==> config.mk <==
export PLATFORM = sky130hd
export DESIGN_NAME = cla_pipe_adder_flat
export DESIGN_NICKNAME = d
export VERILOG_FILES = /design/src/rtl/cla_pipe_adder_if.sv /design/src/rtl/cla_pipe_adder.sv /design/src/flat_wrapper.sv
export SDC_FILE = /design/constraint.sdc
export NUM_CORES = 1
export LEC_CHECK = 0
export CORE_MARGIN = 4
export CORE_UTILIZATION = 45
export DETAILED_ROUTE_END_ITERATION = 8
export PLACE_DENSITY = 0.85
export SYNTH_ARGS = -nofsm -noshare
export SYNTH_HDL_FRONTEND = slang
export SYNTH_SLANG_ARGS = --single-unit
==> constraint.sdc <==
create_clock -name clk -period 2.15 [get_ports clk]
set_input_delay 0.43 -clock clk [delete_from_list [all_inputs] [get_ports clk]]
set_output_delay 0.43 -clock clk [all_outputs]
set_load 0.02 [all_outputs]
==> src/rtl/cla_pipe_adder_if.sv <==
// Operand/result handshake bundle for cla_pipe_adder.
// CLA_PIPE_OVF_EN adds the registered signed-overflow flag out_ovf.
interface cla_pipe_adder_if #(
    parameter int unsigned WIDTH = 16
) ();
    logic             in_valid;
    logic             in_ready;
    logic [WIDTH-1:0] in_a;
    logic [WIDTH-1:0] in_b;
    logic             in_cin;
    logic             in_sub;
    logic             out_valid;
    logic             out_ready;
    logic [WIDTH-1:0] out_sum;
    logic             out_cout;
`ifdef CLA_PIPE_OVF_EN
    logic             out_ovf;
`endif

    // Upstream producer / downstream consumer side.
    modport master (
        output in_valid, in_a, in_b, in_cin, in_sub, out_ready,
        input  in_ready, out_valid, out_sum, out_cout
`ifdef CLA_PIPE_OVF_EN
        , input out_ovf
`endif
    );

    // Adder side.
    modport slave (
        input  in_valid, in_a, in_b, in_cin, in_sub, out_ready,
        output in_ready, out_valid, out_sum, out_cout
`ifdef CLA_PIPE_OVF_EN
        , output out_ovf
`endif
    );
endinterface

==> src/rtl/cla_pipe_adder.sv <==
// Pipelined carry-lookahead adder/subtractor: STAGES slices of 4-bit CLA groups with a
// registered carry between slices and valid/ready backpressure. Option: CLA_PIPE_OVF_EN.
module cla_pipe_adder #(
    parameter int unsigned WIDTH  = 16,
    parameter int unsigned STAGES = 2
) (
    input logic             clk,
    input logic             rst_n,
    cla_pipe_adder_if.slave bus
);
    localparam int unsigned SW = WIDTH / STAGES;
    localparam int unsigned NG = SW / 4;

    // Returns the carry into every bit of a slice plus the slice carry-out in bit SW.
    function automatic logic [SW:0] cla_slice(input logic [SW-1:0] a, input logic [SW-1:0] b,
                                              input logic cin);
        logic [SW-1:0] g;
        logic [SW-1:0] p;
        logic [NG-1:0] gg;
        logic [NG-1:0] gp;
        logic [NG:0]   gc;
        logic [SW:0]   c;
        logic          acc;
        logic          pp;
        g = a & b;
        p = a ^ b;
        for (int gi = 0; gi < NG; gi++) begin
            acc = 1'b0;
            pp  = 1'b1;
            for (int j = 3; j >= 0; j--) begin
                acc = acc | (pp & g[4*gi+j]);
                pp  = pp & p[4*gi+j];
            end
            gg[gi] = acc;
            gp[gi] = pp;
        end
        // Second level: each group carry is a flat sum-of-products over lower groups.
        gc[0] = cin;
        for (int gi = 0; gi < NG; gi++) begin
            acc = 1'b0;
            pp  = 1'b1;
            for (int j = gi; j >= 0; j--) begin
                acc = acc | (pp & gg[j]);
                pp  = pp & gp[j];
            end
            gc[gi+1] = acc | (pp & cin);
        end
        for (int gi = 0; gi < NG; gi++) begin
            for (int i = 0; i < 4; i++) begin
                acc = 1'b0;
                pp  = 1'b1;
                for (int j = i - 1; j >= 0; j--) begin
                    acc = acc | (pp & g[4*gi+j]);
                    pp  = pp & p[4*gi+j];
                end
                c[4*gi+i] = acc | (pp & gc[gi]);
            end
        end
        c[SW] = gc[NG];
        return c;
    endfunction

    logic [WIDTH-1:0]  b_cond;
    logic              c0;
    logic [STAGES-1:0] valid;
    logic [STAGES:0]   rdy;

    // Subtract is A + ~B + 1; carry-in is forced and in_cin ignored.
    assign b_cond = bus.in_sub ? ~bus.in_b : bus.in_b;
    assign c0     = bus.in_sub | bus.in_cin;

    always_comb begin
        rdy         = '0;
        rdy[STAGES] = bus.out_ready;
        for (int k = STAGES - 1; k >= 0; k--) begin
            rdy[k] = ~valid[k] | rdy[k+1];
        end
    end

    for (genvar k = 0; k < STAGES; k++) begin : g_stage
        localparam int unsigned LoW = (k + 1) * SW;     // completed sum bits after this stage
        localparam int unsigned InW = WIDTH - k * SW;   // unprocessed operand bits entering

        logic [InW-1:0] src_a;
        logic [InW-1:0] src_b;
        logic           src_c;
        logic           src_v;
        logic [SW:0]    cy;
        logic [SW-1:0]  slice_sum;
        logic [LoW-1:0] sum_d;
        logic [LoW-1:0] sum_q;
        logic           carry_q;
        logic           valid_q;

        if (k == 0) begin : g_src
            assign src_a = bus.in_a;
            assign src_b = b_cond;
            assign src_c = c0;
            assign src_v = bus.in_valid;
            assign sum_d = slice_sum;
        end else begin : g_src
            assign src_a = g_stage[k-1].g_hi.a_q;
            assign src_b = g_stage[k-1].g_hi.b_q;
            assign src_c = g_stage[k-1].carry_q;
            assign src_v = g_stage[k-1].valid_q;
            assign sum_d = {slice_sum, g_stage[k-1].sum_q};
        end

        assign cy        = cla_slice(src_a[SW-1:0], src_b[SW-1:0], src_c);
        assign slice_sum = src_a[SW-1:0] ^ src_b[SW-1:0] ^ cy[SW-1:0];
        assign valid[k]  = valid_q;

        // A stage only loads when downstream can take its current contents.
        always_ff @(posedge clk or negedge rst_n) begin
            if (!rst_n) begin
                valid_q <= 1'b0;
                carry_q <= 1'b0;
                sum_q   <= '0;
            end else if (rdy[k]) begin
                valid_q <= src_v;
                if (src_v) begin
                    carry_q <= cy[SW];
                    sum_q   <= sum_d;
                end
            end
        end

        if (InW > SW) begin : g_hi
            logic [InW-SW-1:0] a_q;
            logic [InW-SW-1:0] b_q;

            always_ff @(posedge clk or negedge rst_n) begin
                if (!rst_n) begin
                    a_q <= '0;
                    b_q <= '0;
                end else if (rdy[k] && src_v) begin
                    a_q <= src_a[InW-1:SW];
                    b_q <= src_b[InW-1:SW];
                end
            end
        end
    end

    assign bus.in_ready  = rdy[0];
    assign bus.out_valid = g_stage[STAGES-1].valid_q;
    assign bus.out_sum   = g_stage[STAGES-1].sum_q;
    assign bus.out_cout  = g_stage[STAGES-1].carry_q;

`ifdef CLA_PIPE_OVF_EN
    logic ovf_q;

    // Signed overflow: carry into the MSB differs from carry out of it.
    always_ff @(posedge clk or negedge rst_n) begin
        if (!rst_n) begin
            ovf_q <= 1'b0;
        end else if (rdy[STAGES-1] && g_stage[STAGES-1].src_v) begin
            ovf_q <= g_stage[STAGES-1].cy[SW] ^ g_stage[STAGES-1].cy[SW-1];
        end
    end

    assign bus.out_ovf = ovf_q;
`endif
endmodule
==> src/flat_wrapper.sv <==
// flat-port wrapper written by rule: the top's interface ports become plain ports
module cla_pipe_adder_flat 
#(
    parameter int unsigned WIDTH  = 16,
    parameter int unsigned STAGES = 2
)
  (clk, rst_n, bus_in_valid, bus_in_a, bus_in_b, bus_in_cin, bus_in_sub, bus_out_ready, bus_in_ready, bus_out_valid, bus_out_sum, bus_out_cout);
  cla_pipe_adder_if #(.WIDTH(WIDTH)) bus_i ();
  input logic clk;
  input logic rst_n;
  input wire logic [$bits(bus_i.in_valid)-1:0] bus_in_valid;
  input wire logic [$bits(bus_i.in_a)-1:0] bus_in_a;
  input wire logic [$bits(bus_i.in_b)-1:0] bus_in_b;
  input wire logic [$bits(bus_i.in_cin)-1:0] bus_in_cin;
  input wire logic [$bits(bus_i.in_sub)-1:0] bus_in_sub;
  input wire logic [$bits(bus_i.out_ready)-1:0] bus_out_ready;
  output wire logic [$bits(bus_i.in_ready)-1:0] bus_in_ready;
  output wire logic [$bits(bus_i.out_valid)-1:0] bus_out_valid;
  output wire logic [$bits(bus_i.out_sum)-1:0] bus_out_sum;
  output wire logic [$bits(bus_i.out_cout)-1:0] bus_out_cout;
  assign bus_i.in_valid = bus_in_valid;
  assign bus_i.in_a = bus_in_a;
  assign bus_i.in_b = bus_in_b;
  assign bus_i.in_cin = bus_in_cin;
  assign bus_i.in_sub = bus_in_sub;
  assign bus_i.out_ready = bus_out_ready;
  assign bus_in_ready = bus_i.in_ready;
  assign bus_out_valid = bus_i.out_valid;
  assign bus_out_sum = bus_i.out_sum;
  assign bus_out_cout = bus_i.out_cout;
  cla_pipe_adder #(.WIDTH(WIDTH), .STAGES(STAGES)) u_core (.clk(clk), .rst_n(rst_n), .bus(bus_i));
endmodule
=== Yosys cells after proc, flatten, opt, wreduce, memory -nomap -nowiden ===
Index checks and enable logic that the tools add are counted.

* Flip-flop bits (word level): 44
* Bits in latches: 0
* RAM bits: 0
* ROM bits: 0
* Output and inout port bits: 19
* Logic and storage cells: 134
* Memories kept: 0

* Add/subtract/negate cells: 0
* Multiply operators: 0
* Divide/modulo/power cells: 0
* Order comparisons: 0
* Equal/unequal tests: 0
* Shift operators: 0
* Mux-type cells: 1
* Bitwise gates (word level): 122
* Reductions and logical operators: 3

{| class="wikitable"
|+ Operators by type and width
! kind !! number
|-
| bitwise AND 1 bit || 68
|-
| OR 1 bit || 45
|-
| XOR 8 bit || 4
|-
| bitwise AND 8 bit || 2
|-
| two-way mux 16 bit || 1
|-
| inverter 16 bit || 1
|-
| AND reduction 2 bit || 2
|-
| inverter 1 bit || 2
|-
| logical AND 1 bit || 1
|}

=== Logic depth before layout (Yosys ltp) ===
* Word-level depth: 11
* Depth in mapped cells: 10

=== Worst setup path after synthesis ===
OpenSTA, ideal clock, no wires.

* Kind: input to register
* From: input port bus_in_sub
* To: register u_core.g_stage[0].sum_q[4]
* Setup time: 0.083 ns
* Arrival time: 2.300 ns
* Path slack: -0.233 ns
* Cell stages on the path: 9
* Buffers on the path: 2
* Path through: buf_6 -> buf_2 -> xor2_1 -> ha_1 -> o21a_1 -> o21a_4 -> a31oi_1 -> fa_1 -> o21ai_0

* Longest elaborated chain between the ends: 8

{| class="wikitable"
|+ Ends and longest elaborated chain
! what !! line !! source
|-
| from (decl) || flat_wrapper.sv:15 || <nowiki>input wire logic [$bits(bus_i.in_sub)-1:0] bus_in_sub;</nowiki>
|-
| two-way mux 16 bit || cla_pipe_adder.sv:69 || <nowiki>assign b_cond = bus.in_sub ? ~bus.in_b : bus.in_b;</nowiki>
|-
| XOR 8 bit or bitwise AND 8 bit (tied branches) || cla_pipe_adder.sv:26, cla_pipe_adder.sv:110, cla_pipe_adder.sv:25 ||
|-
| bitwise AND 1 bit, on equally long branches || cla_pipe_adder.sv:31, cla_pipe_adder.sv:32 ||
|-
| OR 1 bit, or another cell as far along (2 in series) || cla_pipe_adder.sv:31 || <nowiki>acc = acc | (pp & g[4*gi+j]);</nowiki>
|-
| OR 1 bit or bitwise AND 1 bit (tied branches) || cla_pipe_adder.sv:31, cla_pipe_adder.sv:46 ||
|-
| OR 1 bit || cla_pipe_adder.sv:46 || <nowiki>gc[gi+1] = acc | (pp & cin);</nowiki>
|-
| XOR 8 bit (*) || cla_pipe_adder.sv:110 || <nowiki>assign slice_sum = src_a[SW-1:0] ^ src_b[SW-1:0] ^ cy[SW-1:0];</nowiki>
|-
| to (signal assigned) || cla_pipe_adder.sv:123 || <nowiki>sum_q <= sum_d;</nowiki>
|-
| to (decl) || cla_pipe_adder.sv:91 || <nowiki>logic [LoW-1:0] sum_q;</nowiki>
|}

Mark *: on every way between the ends. The rest lies on a longest branch, timed or not.
A chain may end at the register's enable or synchronous reset.

=== Final worst setup path ===
* From: input port bus_in_b[3]
* To: register u_core.g_stage[0].sum_q[4]

* Longest elaborated chain between the ends: 9

{| class="wikitable"
|+ Ends and longest elaborated chain
! what !! line !! source
|-
| from (decl) || flat_wrapper.sv:13 || <nowiki>input wire logic [$bits(bus_i.in_b)-1:0] bus_in_b;</nowiki>
|-
| inverter 16 bit || cla_pipe_adder.sv:69 ||
|-
| two-way mux 16 bit (*) || cla_pipe_adder.sv:69 ||
|-
| XOR 8 bit || cla_pipe_adder.sv:26 || <nowiki>p = a ^ b;</nowiki>
|-
| bitwise AND 1 bit, on equally long branches || cla_pipe_adder.sv:31, cla_pipe_adder.sv:32 ||
|-
| OR 1 bit, or another cell as far along (2 in series) || cla_pipe_adder.sv:31 ||
|-
| OR 1 bit or bitwise AND 1 bit (tied branches) || cla_pipe_adder.sv:31, cla_pipe_adder.sv:46 ||
|-
| OR 1 bit (*) || cla_pipe_adder.sv:46 ||
|-
| XOR 8 bit (*) || cla_pipe_adder.sv:110 ||
|}

Marked as above.

==> flow_summary.json <==
{
  "die_x_um": 81.16,
  "rsz0062_at_grt": "yes",
  "drt_iter0_markers": 50,
  "maxSlewHeadroom": 0.4630,
  "cp_max_fo": 4,
  "nNetsFinal": 358,
  "synthXorXnorAreaFrac": 0.09455,
  "drt_wl_total_um": 5102,
  "layout_min_cycle_time_ns": 2.142,
  "globalplace.congestion": 0.8014,
  "cp.required_ns": 2.37,
  "syn-instance-count": 218,
  "fin_util": 0.6614,
  "seq_area_frac_synth": 0.4571,
  "cp-end-kind": "register",
  "cts-buffers-inserted": 5,
  "cts_sinks": 44,
  "cts_buffer_depth": 2,
  "path_class": "input port to register",
  "cts_root_buf": "clkbuf_8",
  "grt_max_degree": 38,
  "holdCritPathClass": "input port to asynchronous set/reset pin",
  "firstDrtPassIters": 4,
  "antenna_cells": 0,
  "r2r_start": "u_core.g_stage[0].g_hi.b_q[2]$_DFFE_PN0P_",
  "wire_per_inst_um": 13.79,
  "vias_per_cell": 4.978,
  "worstMarginPinSlew_ns": 0.8056,
  "die_height_um": 81.16,
  "async_flop_share": 1.000,
  "synth_mux_area_frac": 0.07948,
  "clock_skew_ns": 0.004334,
  "setup_violations": 0,
  "p_int_mw": 2.216,
  "p_sw_frac": 0.3163,
  "layout-drive-gt1-share": 0.2167,
  "setup-tns-final_ns": 0,
  "start_util": 0.4686,
  "endpoint": "u_core.g_stage[0].sum_q[4]$_DFFE_PN0P_",
  "startpoint": "bus_in_b[3]",
  "worst_path_max_delay_cell": "fa_2",
  "cts.htree.levels": 2,
  "fin_total_pwr_mw": 3.241,
  "die_area_um2": 6587,
  "grt_overflow": 0,
  "grtUsageTotal": 0.1761,
  "finalHoldViolCount": 0,
  "place_area_um2": 3198,
  "first_global_vias": 1990,
  "critPathMaxStageDelay_ns": 0.46,
  "synth_seq_cells": 44,
  "path_cells": "clkdlybuf4s50_1, xor2_1, ha_1, a21oi_2, nand2_2, a31oi_4, fa_2, o21ai_2",
  "reg2reg_to": "u_core.bus.out_sum[12]$_DFFE_PN0P_",
  "tritoncts": "built",
  "grt_pass1_wl_um": 8976,
  "drv_slew": 0,
  "syn-cell-area_um2": 2409,
  "drc": 0,
  "synthSimpleGateAreaFrac": 0.09922,
  "synth_cell_type_count": 39,
  "startpoint_type": "input port",
  "switching_power_mw": 1.025,
  "p_per_area_nw_per_um2": 953.5,
  "whs_ns": 0.2205,
  "leakage_nw": 1.547,
  "core-area_um2": 5140,
  "synth_top_family_by_area": "compound AO/OA/AOI/OAI gates",
  "pwr-share-comb": 0.408,
  "routed-via-count": 1842,
  "syn_area_per_cell_um2": 11.05,
  "synth-edff-count": 0,
  "grt_antenna_before_repair": 0,
  "insertion_delay_ns": 0.29,
  "power_frac_seq": 0.366,
  "pwr-share-clk": 0.226,
  "ir_worst_vdd_mv": 0.6119,
  "stdcell_area_um2": 3400,
  "io_pins": 57,
  "fmaxAchievable_mhz": 466.8,
  "synth_ff_type": "dfrtp_1",
  "r2r_slack_ns": 0.13,
  "cp_data_arrival_time_ns": 2.37,
  "clk_pin_slew_ns": 0.08,
  "min_period_over_period": 0.9964,
  "status": "finished clean",
  "hpwl_um": 3938,
  "syn_nets": 276,
  "portBuffers": 56,
  "synth_fa_ha_area_frac": 0.1164,
  "ys_warn_count": 0,
  "fp-row-count": 26,
  "reg2reg_depth": 6,
  "area_growth_pct": 41.14,
  "drv_cap": 0,
  "synth_compound_area_frac": 0.1252,
  "ant_nets": 0
}
[registers in the layout, summed over array words and instances, names as in the netlist]
register                 cells
u_core.g_stage.g_hi.b_q      8
u_core.g_stage.sum_q         8
u_core.g_stage.carry_q       1
u_core.bus.out_cout          1
u_core.g_stage.valid_q       1
u_core.g_stage.g_hi.a_q      8
u_core.bus.out_valid         1
u_core.bus.out_sum          16
[power groups by stage]
| stage | sequential (mW) | clock, mW | combinational [mW] |
|---|---|---|---|
| 2_1_floorplan | 1.36 | 0 | 0.567 |
| 3_3_place_gp | 1.20 | 0 | 1.25 |
| 3_5_place_dp | 1.20 | 0 | 1.30 |
| 4_1_cts | 1.19 | 0.752 | 1.31 |
| 5_1_grt | 1.22 | 0.789 | 1.46 |
| 6_report | 1.19 | 0.734 | 1.32 |
[worst min-delay path by stage]
stage	start	endpoint	slack (ns)	cells after the start
finish	rst_n	u_core.bus.out_sum[3]$_DFFE_PN0P_	0.22	1
global placement	u_core.g_stage[0].sum_q[2]$_DFFE_PN0P_	u_core.g_stage[0].sum_q[2]$_DFFE_PN0P_	0.46	2
CTS	rst_n	u_core.bus.out_sum[3]$_DFFE_PN0P_	0.25	1
global route	rst_n	u_core.g_stage[0].sum_q[3]$_DFFE_PN0P_	0.30	1
detailed placement	u_core.g_stage[0].sum_q[7]$_DFFE_PN0P_	u_core.g_stage[0].sum_q[7]$_DFFE_PN0P_	0.47	2
floorplan	rst_n	u_core.bus.out_cout$_DFFE_PN0P_	0.13	0
[metrics by stage]
stage          worst slack [ns]  cells
6_report               0.007701    370
5_1_grt                -0.05366    370
2_1_floorplan          -0.07776    218
3_5_place_dp            -0.6062    358
4_1_cts                -0.01750    367
3_3_place_gp            -0.5495    358
[worst max-delay path, delay by kind of cell]
kind / cells / cell delay (ns)
buffers and inverters: 1 / 0.42
xor gates and xnor gates: 1 / 0.17
and+or+nand+nor: 1 / 0.10
adders and majority gates: 2 / 0.80
AOI/OAI and AO/OA: 3 / 0.45
[cell usage in the layout, fill, tap and decap left out, types with 2 or more instances in the layout]
cell              n
a21o_1            7
a21oi_1           5
a21oi_2           2
buf_2             2
buf_4            26
bufinv_16         2
clkbuf_8          5
clkdlybuf4s50_1  53
dfrtp_1          44
fa_1              3
ha_1             16
inv_1             7
mux2_2           17
nand2_1          24
nand2b_1          5
nand3_1           5
nor2_1            3
nor3b_1           2
o21a_1            2
o21ai_0          19
xnor2_1          10
xor2_1           14
xor2_2            2
[per-layer routing]
metal / vias to the layer above / wire [um] / track usage
met3: 10 / 253 / 0.04213
met4: 0 / 104 / 0.06081
met2: 55 / 2480 / 0.3079
li1: 917 / - / -
met1: 860 / 2264 / 0.2115
met5: - / 0 / 0
[layout make-up]
class,count,area (um2)
Clock buffer,5,68.82
Clock inverter,2,60.06
Fill cell,424,1740
Inverter,7,26.28
Multi-Input combinational cell,159,1287
Sequential cell,44,1101
Tap cell,70,87.58
Timing Repair Buffer,83,768.2
[kinds of logic (layout without fill, tap and decap cells)]
kind of cell / after synthesis / in the layout
XOR/XNOR: 26 / 26
flip-flops: 44 / 44
adder cells (fa/ha/maj): 20 / 20
AO/OA/AOI/OAI: 47 / 47
AND/OR/NAND/NOR: 49 / 49
buffers and inverters: 15 / 97
multiplexers: 17 / 17
[timing repair]
item / 4_1_cts / 5_1_grt
pin swaps: 2 / 5
endpoints found under the hold margin: 0 / 0
hold buffers: 0 / 0
resized for setup: 4 / 9
buffers inserted: 2 / 3
endpoints found under the setup margin: 7 / 7
gates cloned: 0 / 0
[Yosys cell counts, types with 2 or more instances]
| library cell | count | area, um2 |
|---|---|---|
| a211oi_1 | 2 | 15.01 |
| a21o_1 | 7 | 52.55 |
| a21oi_1 | 6 | 30.03 |
| buf_2 | 3 | 15.01 |
| clkbuf_1 | 4 | 15.01 |
| dfrtp_1 | 44 | 1101 |
| fa_1 | 4 | 80.08 |
| ha_1 | 16 | 200.2 |
| inv_1 | 7 | 26.28 |
| mux2_2 | 17 | 191.4 |
| nand2_1 | 25 | 93.84 |
| nand2b_1 | 5 | 31.28 |
| nand3_1 | 5 | 25.02 |
| nor2_1 | 3 | 11.26 |
| nor3b_1 | 2 | 15.01 |
| o21a_1 | 2 | 15.01 |
| o21ai_0 | 20 | 100.1 |
| xnor2_1 | 10 | 87.58 |
| xor2_1 | 16 | 140.1 |
No activity file was read; power rests on OpenSTA's default activity.
